<file path="src/rtl/beat_seq_pkg.sv">
// Shared definitions for the beat sequencer: FSM encodings, note table and song lengths.
package beat_seq_pkg;

    typedef enum logic [1:0] {
        ST_IDLE  = 2'd0,
        ST_PLAY  = 2'd1,
        ST_PAUSE = 2'd2,
        ST_DONE  = 2'd3
    } seq_state_t;

    // Above the audible range, so the divide path produces silence.
    localparam int unsigned TONE_SIL = 20000;

    localparam int unsigned C4 = 262;
    localparam int unsigned D4 = 294;
    localparam int unsigned E4 = 330;
    localparam int unsigned F4 = 349;
    localparam int unsigned G4 = 392;
    localparam int unsigned A4 = 440;
    localparam int unsigned B4 = 494;
    localparam int unsigned C5 = 523;
    localparam int unsigned D5 = 587;
    localparam int unsigned E5 = 659;
    localparam int unsigned F5 = 698;
    localparam int unsigned G5 = 784;
    localparam int unsigned A5 = 880;
    localparam int unsigned B5 = 988;

    localparam int unsigned NUM_SONGS = 4;
    localparam int unsigned LAST_BEAT [NUM_SONGS] = '{1200, 63, 31, 15};

    // Songs beyond the table have a single beat.
    function automatic int unsigned last_beat_of(input int unsigned song);
        logic [1:0] idx;
        idx = song[1:0];
        return (song < NUM_SONGS) ? LAST_BEAT[idx] : 0;
    endfunction

    // C-major scale step 0..7, C4 up to C5.
    function automatic int unsigned scale_note(input logic [2:0] idx);
        int unsigned hz;
        case (idx)
            3'd0:    hz = C4;
            3'd1:    hz = D4;
            3'd2:    hz = E4;
            3'd3:    hz = F4;
            3'd4:    hz = G4;
            3'd5:    hz = A4;
            3'd6:    hz = B4;
            default: hz = C5;
        endcase
        return hz;
    endfunction

endpackage

</file>
<file path="src/rtl/beat_sequencer_song_rom.sv">
// Combinational song table: (song, beat) -> one tone word per channel, plus the song's last beat.
module song_rom
    import beat_seq_pkg::*;
#(
    parameter int unsigned BEAT_W = 12,
    parameter int unsigned N_CH   = 2,
    parameter int unsigned TONE_W = 32,
    parameter int unsigned SONG_W = 2
) (
    input  logic [SONG_W-1:0]      song,
    input  logic [BEAT_W-1:0]      beat,
    output logic [N_CH*TONE_W-1:0] tone,
    output logic [BEAT_W-1:0]      last_beat
);

    // Every song closes on a C5/C4 chord; channels above 1 are always at rest.
    function automatic logic [TONE_W-1:0] entry(input logic [SONG_W-1:0] s,
                                                input logic [BEAT_W-1:0] b,
                                                input logic [BEAT_W-1:0] last,
                                                input int unsigned       c);
        int unsigned hz;
        hz = TONE_SIL;
        if (c >= 2) begin
            hz = TONE_SIL;
        end else if (b == last) begin
            hz = (c == 0) ? C5 : C4;
        end else begin
            case (32'(s))
                32'd0: begin
                    if (c == 0) hz = scale_note(b[2:0]);
                    else        hz = (b[1:0] == 2'd3) ? TONE_SIL : (b[3] ? G4 : C4);
                end
                32'd1: begin
                    if (c == 0) hz = scale_note(3'd7 - b[2:0]);
                    else        hz = E4;
                end
                32'd2: begin
                    if (c == 0) hz = b[0] ? E5 : C5;
                    else        hz = b[1] ? F5 : D5;
                end
                32'd3: begin
                    if (c == 0) hz = G5;
                    else        hz = b[1] ? B5 : A5;
                end
                default: hz = TONE_SIL;
            endcase
        end
        return TONE_W'(hz);
    endfunction

    always_comb begin
        last_beat = BEAT_W'(last_beat_of(32'(song)));
        tone      = '0;
        for (int unsigned c = 0; c < N_CH; c++) begin
            tone[c*TONE_W +: TONE_W] = entry(song, beat, last_beat, c);
        end
    end

endmodule

</file>
<file path="src/rtl/beat_sequencer.sv">
// Play/pause/stop music sequencer: tempo prescaler, beat counter and registered per-channel tone words.
module beat_sequencer
    import beat_seq_pkg::*;
#(
    parameter int unsigned BEAT_W = 12,
    parameter int unsigned N_CH   = 2,
    parameter int unsigned TONE_W = 32,
    parameter int unsigned SONG_W = 2,
    parameter int unsigned DIV_W  = 4
) (
    input  logic                   clk22,
    input  logic                   rst,
    input  logic                   play,
    input  logic                   pause,
    input  logic                   stop,
    input  logic                   loop_en,
    input  logic [SONG_W-1:0]      song_sel,
    input  logic [DIV_W-1:0]       tempo_div,
    output logic [BEAT_W-1:0]      beat_num,
    output logic [N_CH*TONE_W-1:0] tone,
    output logic                   playing,
    output logic                   song_end,
    output logic [1:0]             state
);

    localparam int unsigned TONES_W = N_CH * TONE_W;
    localparam logic [TONES_W-1:0] SILENT = {N_CH{TONE_W'(TONE_SIL)}};

    seq_state_t          state_q, state_d;
    logic [BEAT_W-1:0]   beat_q, beat_d, last_beat;
    logic [DIV_W-1:0]    presc_q, presc_d;
    logic [SONG_W-1:0]   song_q, song_d;
    logic                play_q;
    logic                start_c;
    logic                song_end_d;
    logic [TONES_W-1:0]  rom_tone, tone_q;

    song_rom #(
        .BEAT_W (BEAT_W),
        .N_CH   (N_CH),
        .TONE_W (TONE_W),
        .SONG_W (SONG_W)
    ) u_song_rom (
        .song      (song_q),
        .beat      (beat_q),
        .tone      (rom_tone),
        .last_beat (last_beat)
    );

    assign start_c = play & ~play_q;

    // Next state; stop beats pause beats start beats the beat advance.
    always_comb begin
        state_d    = state_q;
        beat_d     = beat_q;
        presc_d    = presc_q;
        song_d     = song_q;
        song_end_d = 1'b0;
        case (state_q)
            ST_IDLE: begin
                beat_d  = '0;
                presc_d = '0;
                if (!stop && !pause && start_c) begin
                    state_d = ST_PLAY;
                    song_d  = song_sel;
                end
            end
            ST_PLAY: begin
                if (stop) begin
                    state_d = ST_IDLE;
                    beat_d  = '0;
                    presc_d = '0;
                end else if (pause) begin
                    state_d = ST_PAUSE;
                end else if (presc_q >= tempo_div) begin
                    presc_d = '0;
                    if (beat_q == last_beat) begin
                        song_end_d = 1'b1;
                        if (loop_en) beat_d  = '0;
                        else         state_d = ST_DONE;
                    end else begin
                        beat_d = beat_q + BEAT_W'(1);
                    end
                end else begin
                    presc_d = presc_q + DIV_W'(1);
                end
            end
            ST_PAUSE: begin
                if (stop) begin
                    state_d = ST_IDLE;
                    beat_d  = '0;
                    presc_d = '0;
                end else if (!pause) begin
                    state_d = ST_PLAY;
                end
            end
            ST_DONE: begin
                if (stop) begin
                    state_d = ST_IDLE;
                    beat_d  = '0;
                    presc_d = '0;
                end else if (!pause && start_c) begin
                    state_d = ST_PLAY;
                    beat_d  = '0;
                    presc_d = '0;
                    song_d  = song_sel;
                end
            end
            default: state_d = ST_IDLE;
        endcase
    end

    // Tone is looked up from the current beat, so it trails beat_num by one cycle.
    always_ff @(posedge clk22 or posedge rst) begin
        if (rst) begin
            state_q  <= ST_IDLE;
            beat_q   <= '0;
            presc_q  <= '0;
            song_q   <= '0;
            play_q   <= 1'b0;
            tone_q   <= SILENT;
            playing  <= 1'b0;
            song_end <= 1'b0;
        end else begin
            state_q  <= state_d;
            beat_q   <= beat_d;
            presc_q  <= presc_d;
            song_q   <= song_d;
            play_q   <= play;
            tone_q   <= (state_q == ST_PLAY) ? rom_tone : SILENT;
            playing  <= (state_d == ST_PLAY);
            song_end <= song_end_d;
        end
    end

    assign beat_num = beat_q;
    assign tone     = tone_q;
    assign state    = state_q;

endmodule

</file>
<file path="config.mk">
export PLATFORM = sky130hd
export DESIGN_NAME = beat_sequencer
export DESIGN_NICKNAME = d
export VERILOG_FILES = /design/src/rtl/beat_seq_pkg.sv /design/src/rtl/beat_sequencer_song_rom.sv /design/src/rtl/beat_sequencer.sv
export SDC_FILE = /design/constraint.sdc
export NUM_CORES = 1
export LEC_CHECK = 0
export CAP_MARGIN = 0
export CORE_UTILIZATION = 50
export CTS_BUF_LIST = sky130_fd_sc_hd__clkbuf_4
export DETAILED_ROUTE_END_ITERATION = 6
export PLACE_DENSITY_LB_ADDON = 0.25
export SLEW_MARGIN = 20
export SYNTH_ARGS = -nofsm -noshare
export SYNTH_HDL_FRONTEND = slang
export SYNTH_HIERARCHICAL = 1
export SYNTH_SLANG_ARGS = --single-unit
</file>
<file path="constraint.sdc">
create_clock -name clk22 -period 3.3 [get_ports clk22]
set_input_delay 0.66 -clock clk22 [delete_from_list [all_inputs] [get_ports clk22]]
set_output_delay 0.66 -clock clk22 [all_outputs]
set_load 0.03 [all_outputs]
</file>
==> impl_metrics.json, run 1 <==
{
  "cts_sinks": 87,
  "cell_internal_pwr_w": 0.00149,
  "seq_power_share_pct": 51.6,
  "insertedDiodeCount": 0,
  "crit_required_ns": 3.60,
  "p_leak_nw": 2.44,
  "timing.final.ws_setup_ns": 0.442,
  "wirelength_um": 9090,
  "pre_cts_ws_ns": 0.436,
  "yosys.area.top_type": "dfrtp_1",
  "nFillCells": 778,
  "synth_cells": 448,
  "synth_seq_cells": 87,
  "worstPathMaxFanout": 9,
  "finalPower_w": 0.00218,
  "reg2reg_depth": 8,
  "clk_pin_slew_worst_paths_ns": 0.15,
  "dpl_cell_area_mm2": 0.00548,
  "top_level_ports": 92,
  "ctsLongestPathBuffers": 2,
  "ff_latch_area_mm2": 0.00219,
  "final_cell_area_mm2": 0.00560,
  "status": "completed",
  "gp_congestion": 0.828,
  "synth_top_area_share_pct": 41.0,
  "routedWlPerCell_um": 14.1,
  "fmax_mhz": 350,
  "core_area_mm2": 0.00920,
  "crit_end": "beat_num[9]$_DFFE_PP0P_",
  "synthFlopType": "dfrtp_1",
  "clockPowerShare_pct": 25.3,
  "critPathLaunch": "song_q[1]$_DFFE_PP0P_",
  "pwr-share-comb_pct": 23.1,
  "holdBufCountCts": 0,
  "grt_pass1_vias": 3155,
  "final_cell_mix": "clkdlybuf4s50_1, dfrtp_1, and2_1",
  "hp-class": "flip-flop to flip-flop",
  "final_cells": 644,
  "drc_errors": 0,
  "hpwl_um": 6520,
  "power.switching_w": 0.000691,
  "ctsResizeCount": 0,
  "grt_overflow_total": 0,
  "setup.worst_path.start_class": "flip-flop",
  "num_vias": 3313,
  "slew_violations": 0,
  "h-tree-depth": 3,
  "syn_to_final_growth_pct": 19.1,
  "setup_tns_ns": 0,
  "nets": 551,
  "syn_avg_cell_area_um2": 10.5,
  "post-route-min-period_ns": 2.86,
  "hp-start": "presc_q[3]$_DFFE_PP0P_",
  "r2r_start": "song_q[1]$_DFFE_PP0P_",
  "multi_input_area_mm2": 0.00211,
  "clk_latency_ns": 0.42,
  "port-buffer-count": 91,
  "endpoint_kind": "flip-flop",
  "die_area_mm2": 0.00980,
  "drive_gt1_share_pct": 11.6,
  "antenna_found_initial": 0,
  "grt_pass1_wl_um": 15100,
  "finalHoldViolations": 0,
  "first_pass_iters": 5,
  "max_cap_viol_count": 0,
  "finalSetupViolations": 0,
  "num_rows": 35,
  "final_common_cell": "clkdlybuf4s50_1",
  "track_usage_pct": 19.7,
  "synth_edf_count": 0,
  "syn_area_mm2": 0.00470,
  "crit_arrival_ns": 3.15,
  "reg2reg_slack_ns": 0.44,
  "fp.dieH_um": 99.0,
  "place_inst": 628,
  "finalCritPeriodShare_pct": 86.6,
  "path_class": "flip-flop to flip-flop",
  "netlist_top_cells_area": "dfrtp_1, buf_4, and2_1, dfstp_2, ha_1",
  "cts_setup_buffers": 0,
  "slew_headroom_pct": 50.7,
  "cts_made_buffers": 9,
  "peakVddDrop_v": 0.000193,
  "cts_tree": "yes",
  "grt_max_degree": 43,
  "cellPowerDensity_mw_per_mm2": 390,
  "worst_pin_slew_ns": 0.740,
  "clock-root-buffer": "clkbuf_4",
  "rsz0062_at_grt": "false",
  "reg2reg_to": "beat_num[9]$_DFFE_PP0P_",
  "p_sw_share_pct": 31.6,
  "skew_ns": 0.0156,
  "synthArstFlopShare_pct": 100,
  "yosys_warnings": 6,
  "vias_per_cell": 5.14,
  "seq_area_frac_synth_pct": 46.6,
  "drtIter0Drc": 108,
  "postRouteAntennaNets": 0,
  "die_w_um": 99.0,
  "initial_core_util_pct": 51.1,
  "ys_types": 72
}
## synth_stat cells, types with 5 or more instances
cell type,number
a21oi_1,15
a21oi_2,7
and2_1,57
buf_4,53
clkbuf_1,12
dfrtp_1,77
dfstp_2,10
ha_1,11
inv_1,16
nand2_1,17
nand2b_1,13
nand3_1,13
nor2_1,14
nor3_1,6
o21ai_0,14
o31ai_1,5
or4_1,5
xnor2_1,12
## final cells by class
cell class                 count  share of cell area (%)
multi-input combinational    316                    37.7
clock inverter                 6                   0.894
tap                          111                    2.48
inverter                      16                    1.09
clock buffer                  10                    1.34
sequential                    87                    39.1
timing repair buffer          98                    17.4
## metrics by stage
stage | util [%] | hold slack, ns
2_1_floorplan | - | 0.498
3_3_place_gp | 59.5 | 0.552
3_5_place_dp | 59.5 | 0.560
4_1_cts | 60.9 | 0.578
5_1_grt | 60.9 | 0.617
6_report | 60.9 | 0.583
## power groups by stage
stage	Clock [W]	Sequential [W]	Combinational (W)
2_1_floorplan	0	0.00119	0.000377
4_1_cts	0.000571	0.00113	0.000501
6_report	0.000553	0.00113	0.000503
5_1_grt	0.000612	0.00113	0.000558
3_5_place_dp	0	0.00115	0.000499
3_3_place_gp	0	0.00115	0.000487
## logic make-up after synthesis
logic type | after synthesis | share of synthesized area (%)
AO/OA/AOI/OAI | 81 | 13.3
XOR/XNOR | 16 | 2.98
adder cells (fa/ha/maj) | 11 | 2.93
buffers and inverters | 89 | 12.3
flip-flops | 87 | 46.6
multiplexers | 5 | 1.12
other | 1 | 0.0797
AND/OR/NAND/NOR | 158 | 20.8
## worst min-delay path by stage
stage | end | cells after the start
after floorplan | presc_q[0]$_DFFE_PP0P_ | 2
after global placement | presc_q[0]$_DFFE_PP0P_ | 2
after detailed placement | presc_q[3]$_DFFE_PP0P_ | 2
after CTS | presc_q[3]$_DFFE_PP0P_ | 2
after global routing | presc_q[1]$_DFFE_PP0P_ | 2
final | presc_q[3]$_DFFE_PP0P_ | 2
## worst max-delay path, cell delays in order (launching register included)
cell     delay, ns
dfrtp_1       0.50
inv_1         0.17
ha_1          0.32
inv_1         0.23
xnor2_1       0.24
nand4_1       0.26
or4_4         0.57
a21oi_4       0.36
a21oi_1       0.09
## registers in the layout, indices dropped and copies added (netlist names)
register / count
playing: 1
presc_q: 4
song_end: 1
play_q: 1
song_q: 2
tone: 64
beat_num: 12
state: 2
## layer usage
metal  part of all wire, %  global-route usage (%)  vias up
met4                   1.6                    8.61        0
met2                    51                    34.1      121
met3                   5.2                    3.19       13
met5                     0                       0        -
met1                    42                    24.5     1580
li1                      -                       -     1599
Note: power is estimated with default switching activity, not from simulation.
==> run 2: changes to the inputs <==
- CORE_MARGIN: default -> 5
- MAX_ROUTING_LAYER: default -> met4
==> impl_metrics.json, run 2 (synthesis results as in run 1) <==
{
  "route.met3.wl_um": 550,
  "wl_met1_um": 3910,
  "cts_sinks": 87,
  "core_area_mm2": 0.00920,
  "postRouteAntennaNets": 0,
  "cts_made_buffers": 9,
  "die_area_mm2": 0.0114,
  "syn_to_final_growth_pct": 19.3,
  "ctsLongestPathBuffers": 2,
  "hpwl_um": 6580,
  "hp-class": "primary input to asynchronous set/reset pin",
  "worst_pin_slew_ns": 0.749,
  "grt_pass1_vias": 3107,
  "insertedDiodeCount": 0,
  "multi_input_area_mm2": 0.00211,
  "cts_setup_buffers": 0,
  "skew_ns": 0.00991,
  "rsz0062_at_grt": "false",
  "num_rows": 35,
  "gp_congestion": 0.819,
  "initial_core_util_pct": 51.1,
  "slew_headroom_pct": 50.1,
  "status": "completed",
  "nets": 551,
  "grt_overflow_total": 0,
  "crit_required_ns": 3.61,
  "clock-root-buffer": "clkbuf_4",
  "vias_per_cell": 5.02,
  "post-route-min-period_ns": 2.75,
  "reg2reg_depth": 8,
  "num_vias": 3232,
  "worstPathMaxFanout": 9,
  "fmax_mhz": 364,
  "pre_cts_ws_ns": 0.472,
  "top_level_ports": 92,
  "final_cell_area_mm2": 0.00561,
  "first_pass_iters": 5,
  "finalSetupViolations": 0,
  "drc_errors": 0,
  "grt_max_degree": 43,
  "topRoutingLayerUsed": "met4",
  "clk_pin_slew_worst_paths_ns": 0.15,
  "crit_arrival_ns": 3.06,
  "h-tree-depth": 3,
  "fp.dieH_um": 107,
  "peakVddDrop_v": 0.000171,
  "finalPower_w": 0.00225,
  "critPathLaunch": "song_q[1]$_DFFE_PP0P_",
  "holdBufCountCts": 0,
  "antenna_found_initial": 0,
  "die_w_um": 107,
  "path_class": "flip-flop to flip-flop",
  "cts_tree": "yes",
  "dpl_cell_area_mm2": 0.00546,
  "grt_pass1_wl_um": 15100,
  "cellPowerDensity_mw_per_mm2": 402,
  "finalCritPeriodShare_pct": 83.3,
  "setup_tns_ns": 0,
  "clk_latency_ns": 0.43,
  "p_leak_nw": 2.45,
  "ff_latch_area_mm2": 0.00219,
  "wirelength_um": 9020,
  "finalHoldViolations": 0,
  "setup.worst_path.start_class": "flip-flop",
  "final_common_cell": "clkdlybuf4s50_1",
  "drtIter0Drc": 111,
  "ctsResizeCount": 0,
  "final_cell_mix": "clkdlybuf4s50_1, dfrtp_1, and2_1",
  "track_usage_pct": 16.9,
  "max_cap_viol_count": 0,
  "drive_gt1_share_pct": 11.6,
  "endpoint_kind": "flip-flop",
  "port-buffer-count": 91,
  "final_core_util_pct": 61.0,
  "slew_violations": 0,
  "largest_register_ffs": 64,
  "dr_wl_met2_um": 4430,
  "r2r_start": "song_q[1]$_DFFE_PP0P_",
  "routedWlPerCell_um": 14.0,
  "nFillCells": 811,
  "timing.final.ws_setup_ns": 0.550
}
run 2: cell count changes in the layout (fill, tap and decap cells not counted), sizes merged:
cell	previous run	this run
clkinv	3	2
bufinv	0	1
run 2: final timing paths:
check                                           to  slack (ns)
setup / recovery           beat_num[7]$_DFFE_PP0P_        0.55
hold / removal                  tone[25]$_DFF_PP0_        0.57
setup reg to reg           beat_num[7]$_DFFE_PP0P_        0.55
hold reg to reg             presc_q[3]$_DFFE_PP0P_        0.59
max in group asynchronous       tone[14]$_DFF_PP1_        1.91
min in group clk22          presc_q[3]$_DFFE_PP0P_        0.59
run 2: critical path, cell delays in order, from the launching register on:
cell,delay [ns]
dfrtp_1,0.53
inv_1,0.13
ha_1,0.29
inv_1,0.28
xnor2_1,0.16
nand4_1,0.24
or4_4,0.56
a21oi_4,0.36
a21oi_1,0.08
run 2: through the flow:
| step | hold WS (ns) | std cells |
|---|---|---|
| 3_3_place_gp | 0.550 | 628 |
| 3_5_place_dp | 0.568 | 628 |
| 4_1_cts | 0.566 | 644 |
| 2_1_floorplan | 0.498 | 492 |
| 5_1_grt | 0.618 | 644 |
| 6_report | 0.575 | 644 |
run 2: metal layers:
layer,track usage (%),vias to the layer above
li1,-,1599
met1,21.2,1512
met2,27.8,109
met3,2.95,12
met4,5.94,0
met5,-,-
run 2: final cells by class:
type / count / share of cell area (%)
Inverter: 16 / 1.09
Clock inverter: 6 / 1.34
Multi-Input combinational cell: 316 / 37.6
Clock buffer: 10 / 1.34
Timing Repair Buffer: 98 / 17.2
Tap cell: 111 / 2.47
Sequential cell: 87 / 39.0
run 2: power by group:
group / internal, W / total (W) / leakage [nW] / switching [W]
combinational: 0.000214 / 0.000495 / 1.20 / 0.000281
sequential: 0.00110 / 0.00113 / 1.17 / 0.0000253
clock: 0.000252 / 0.000632 / 0.0795 / 0.000381
total: 0.00157 / 0.00225 / 2.45 / 0.000687
==> run 3: changes to the inputs <==
- clock period: 3.3 -> 2.8 ns (I/O delays scaled with it)
==> impl_metrics.json, run 3 (synthesis results as in run 1) <==
{
  "place_inst": 633,
  "drc_errors": 0,
  "grt_pass1_wl_um": 15700,
  "status": "completed",
  "initial_core_util_pct": 51.1,
  "final_cells": 653,
  "cpLargestDelayFamily": "simple AND/OR/NAND/NOR gates",
  "gp_congestion": 0.799,
  "crit_arrival_ns": 2.92,
  "finalHoldViolations": 0,
  "finalCritPeriodShare_pct": 92.5,
  "fmax_mhz": 386,
  "post-route-min-period_ns": 2.59,
  "syn_to_final_growth_pct": 21.1,
  "die_w_um": 107,
  "first_pass_iters": 4,
  "insertedDiodeCount": 0,
  "core_area_mm2": 0.00920,
  "postRouteAntennaNets": 0,
  "wirelength_um": 9110,
  "clk_latency_ns": 0.43,
  "crit_required_ns": 3.13,
  "grt_pass1_vias": 3175,
  "h-tree-depth": 3,
  "cts_sinks": 87,
  "path_class": "flip-flop to flip-flop",
  "setup_tns_ns": 0,
  "cp_cell_sequence": "inv_1, ha_1, inv_1, xnor2_1, nand4_1, or4_4, a21oi_4, buf_4, a21oi_2",
  "final_common_cell": "clkdlybuf4s50_1",
  "finalSetupViolations": 0,
  "top_level_ports": 92,
  "p_leak_nw": 2.49,
  "slew_headroom_pct": 63.6,
  "largest_register_ffs": 64,
  "clk_pin_slew_worst_paths_ns": 0.15,
  "slowest_delay_ns": 0.56,
  "vias_per_cell": 4.99,
  "setup.worst_path.start_class": "flip-flop",
  "nets": 560,
  "endpoint_kind": "flip-flop",
  "worst_pin_slew_ns": 0.546,
  "cellPowerDensity_mw_per_mm2": 467,
  "clock-root-buffer": "clkbuf_4",
  "worstPathMaxFanout": 9,
  "cts_tree": "yes",
  "antenna_found_initial": 0,
  "track_usage_pct": 17.4,
  "num_rows": 35,
  "slew_violations": 0,
  "drive_gt1_share_pct": 12.9,
  "skew_ns": 0.0178,
  "critPathMostFrequentCell": "inv_1",
  "hp-class": "primary input to asynchronous set/reset pin",
  "die_area_mm2": 0.0114,
  "slowest_stage": "or4_4",
  "peakVddDrop_v": 0.000223,
  "cts_made_buffers": 9,
  "max_cap_viol_count": 0,
  "final_cell_mix": "clkdlybuf4s50_1, dfrtp_1, and2_1",
  "routedWlPerCell_um": 13.9,
  "grt_max_degree": 65,
  "worst-path-buf-inv": 3,
  "ctsLongestPathBuffers": 2,
  "rsz0062_at_grt": "false",
  "grt_overflow_total": 0,
  "drtIter0Drc": 156,
  "fp.dieH_um": 107,
  "hpwl_um": 6570,
  "num_vias": 3261,
  "port-buffer-count": 91
}
[run 3: metrics by stage]
stage | hold slack, ns | utilization [%] | setup slack [ns] | area (um^2) | total power, W
2_1_floorplan | 0.498 | - | 0.00635 | 4870 | 0.00185
3_3_place_gp | 0.555 | 59.9 | 0.130 | 5510 | 0.00194
3_5_place_dp | 0.554 | 59.9 | 0.0779 | 5510 | 0.00195
4_1_cts | 0.453 | 61.6 | 0.166 | 5660 | 0.00269
5_1_grt | 0.471 | 61.9 | 0.00906 | 5690 | 0.00282
6_report | 0.466 | 61.9 | 0.210 | 5690 | 0.00266
[run 3: path summary, 6_finish.rpt]
path	startpoint	endpoint	slack [ns]	cells after the start
worst max-delay path	song_q[1]$_DFFE_PP0P_	beat_num[8]$_DFFE_PP0P_	0.21	9
worst min-delay path	rst	tone[27]$_DFF_PP0_	0.47	2
worst max register to register	song_q[1]$_DFFE_PP0P_	beat_num[8]$_DFFE_PP0P_	0.21	9
max in group asynchronous	rst	tone[42]$_DFF_PP1_	1.58	3
worst min register to register	presc_q[3]$_DFFE_PP0P_	presc_q[3]$_DFFE_PP0P_	0.57	2
min in group clk22	presc_q[3]$_DFFE_PP0P_	presc_q[3]$_DFFE_PP0P_	0.57	2
[run 3: metal layers]
layer / track usage [%] / vias up / wire, um
met1: 22.7 / 1519 / 3940
met4: 6.58 / 0 / 137
met5: - / - / 0
met3: 3.01 / 14 / 498
li1: - / 1610 / -
met2: 27.5 / 118 / 4530
[run 3: final cells by class]
class	count	area (um^2)
Clock buffer	9	67.6
Clock inverter	7	83.8
Fill cell	757	3500
Inverter	16	61.3
Multi-Input combinational cell	316	2110
Sequential cell	87	2190
Tap cell	111	139
Timing Repair Buffer	107	1040
[run 3: repair_timing]
item,in CTS,in global routing
buffers inserted,0,4
resized for setup,0,0
hold buffers,0,0
setup endpoints to repair,0,3
[run 3: power by group]
group | internal (W) | switching, W
registers | 0.00130 | 0.0000155
clock network | 0.000283 | 0.000440
logic | 0.000270 | 0.000350
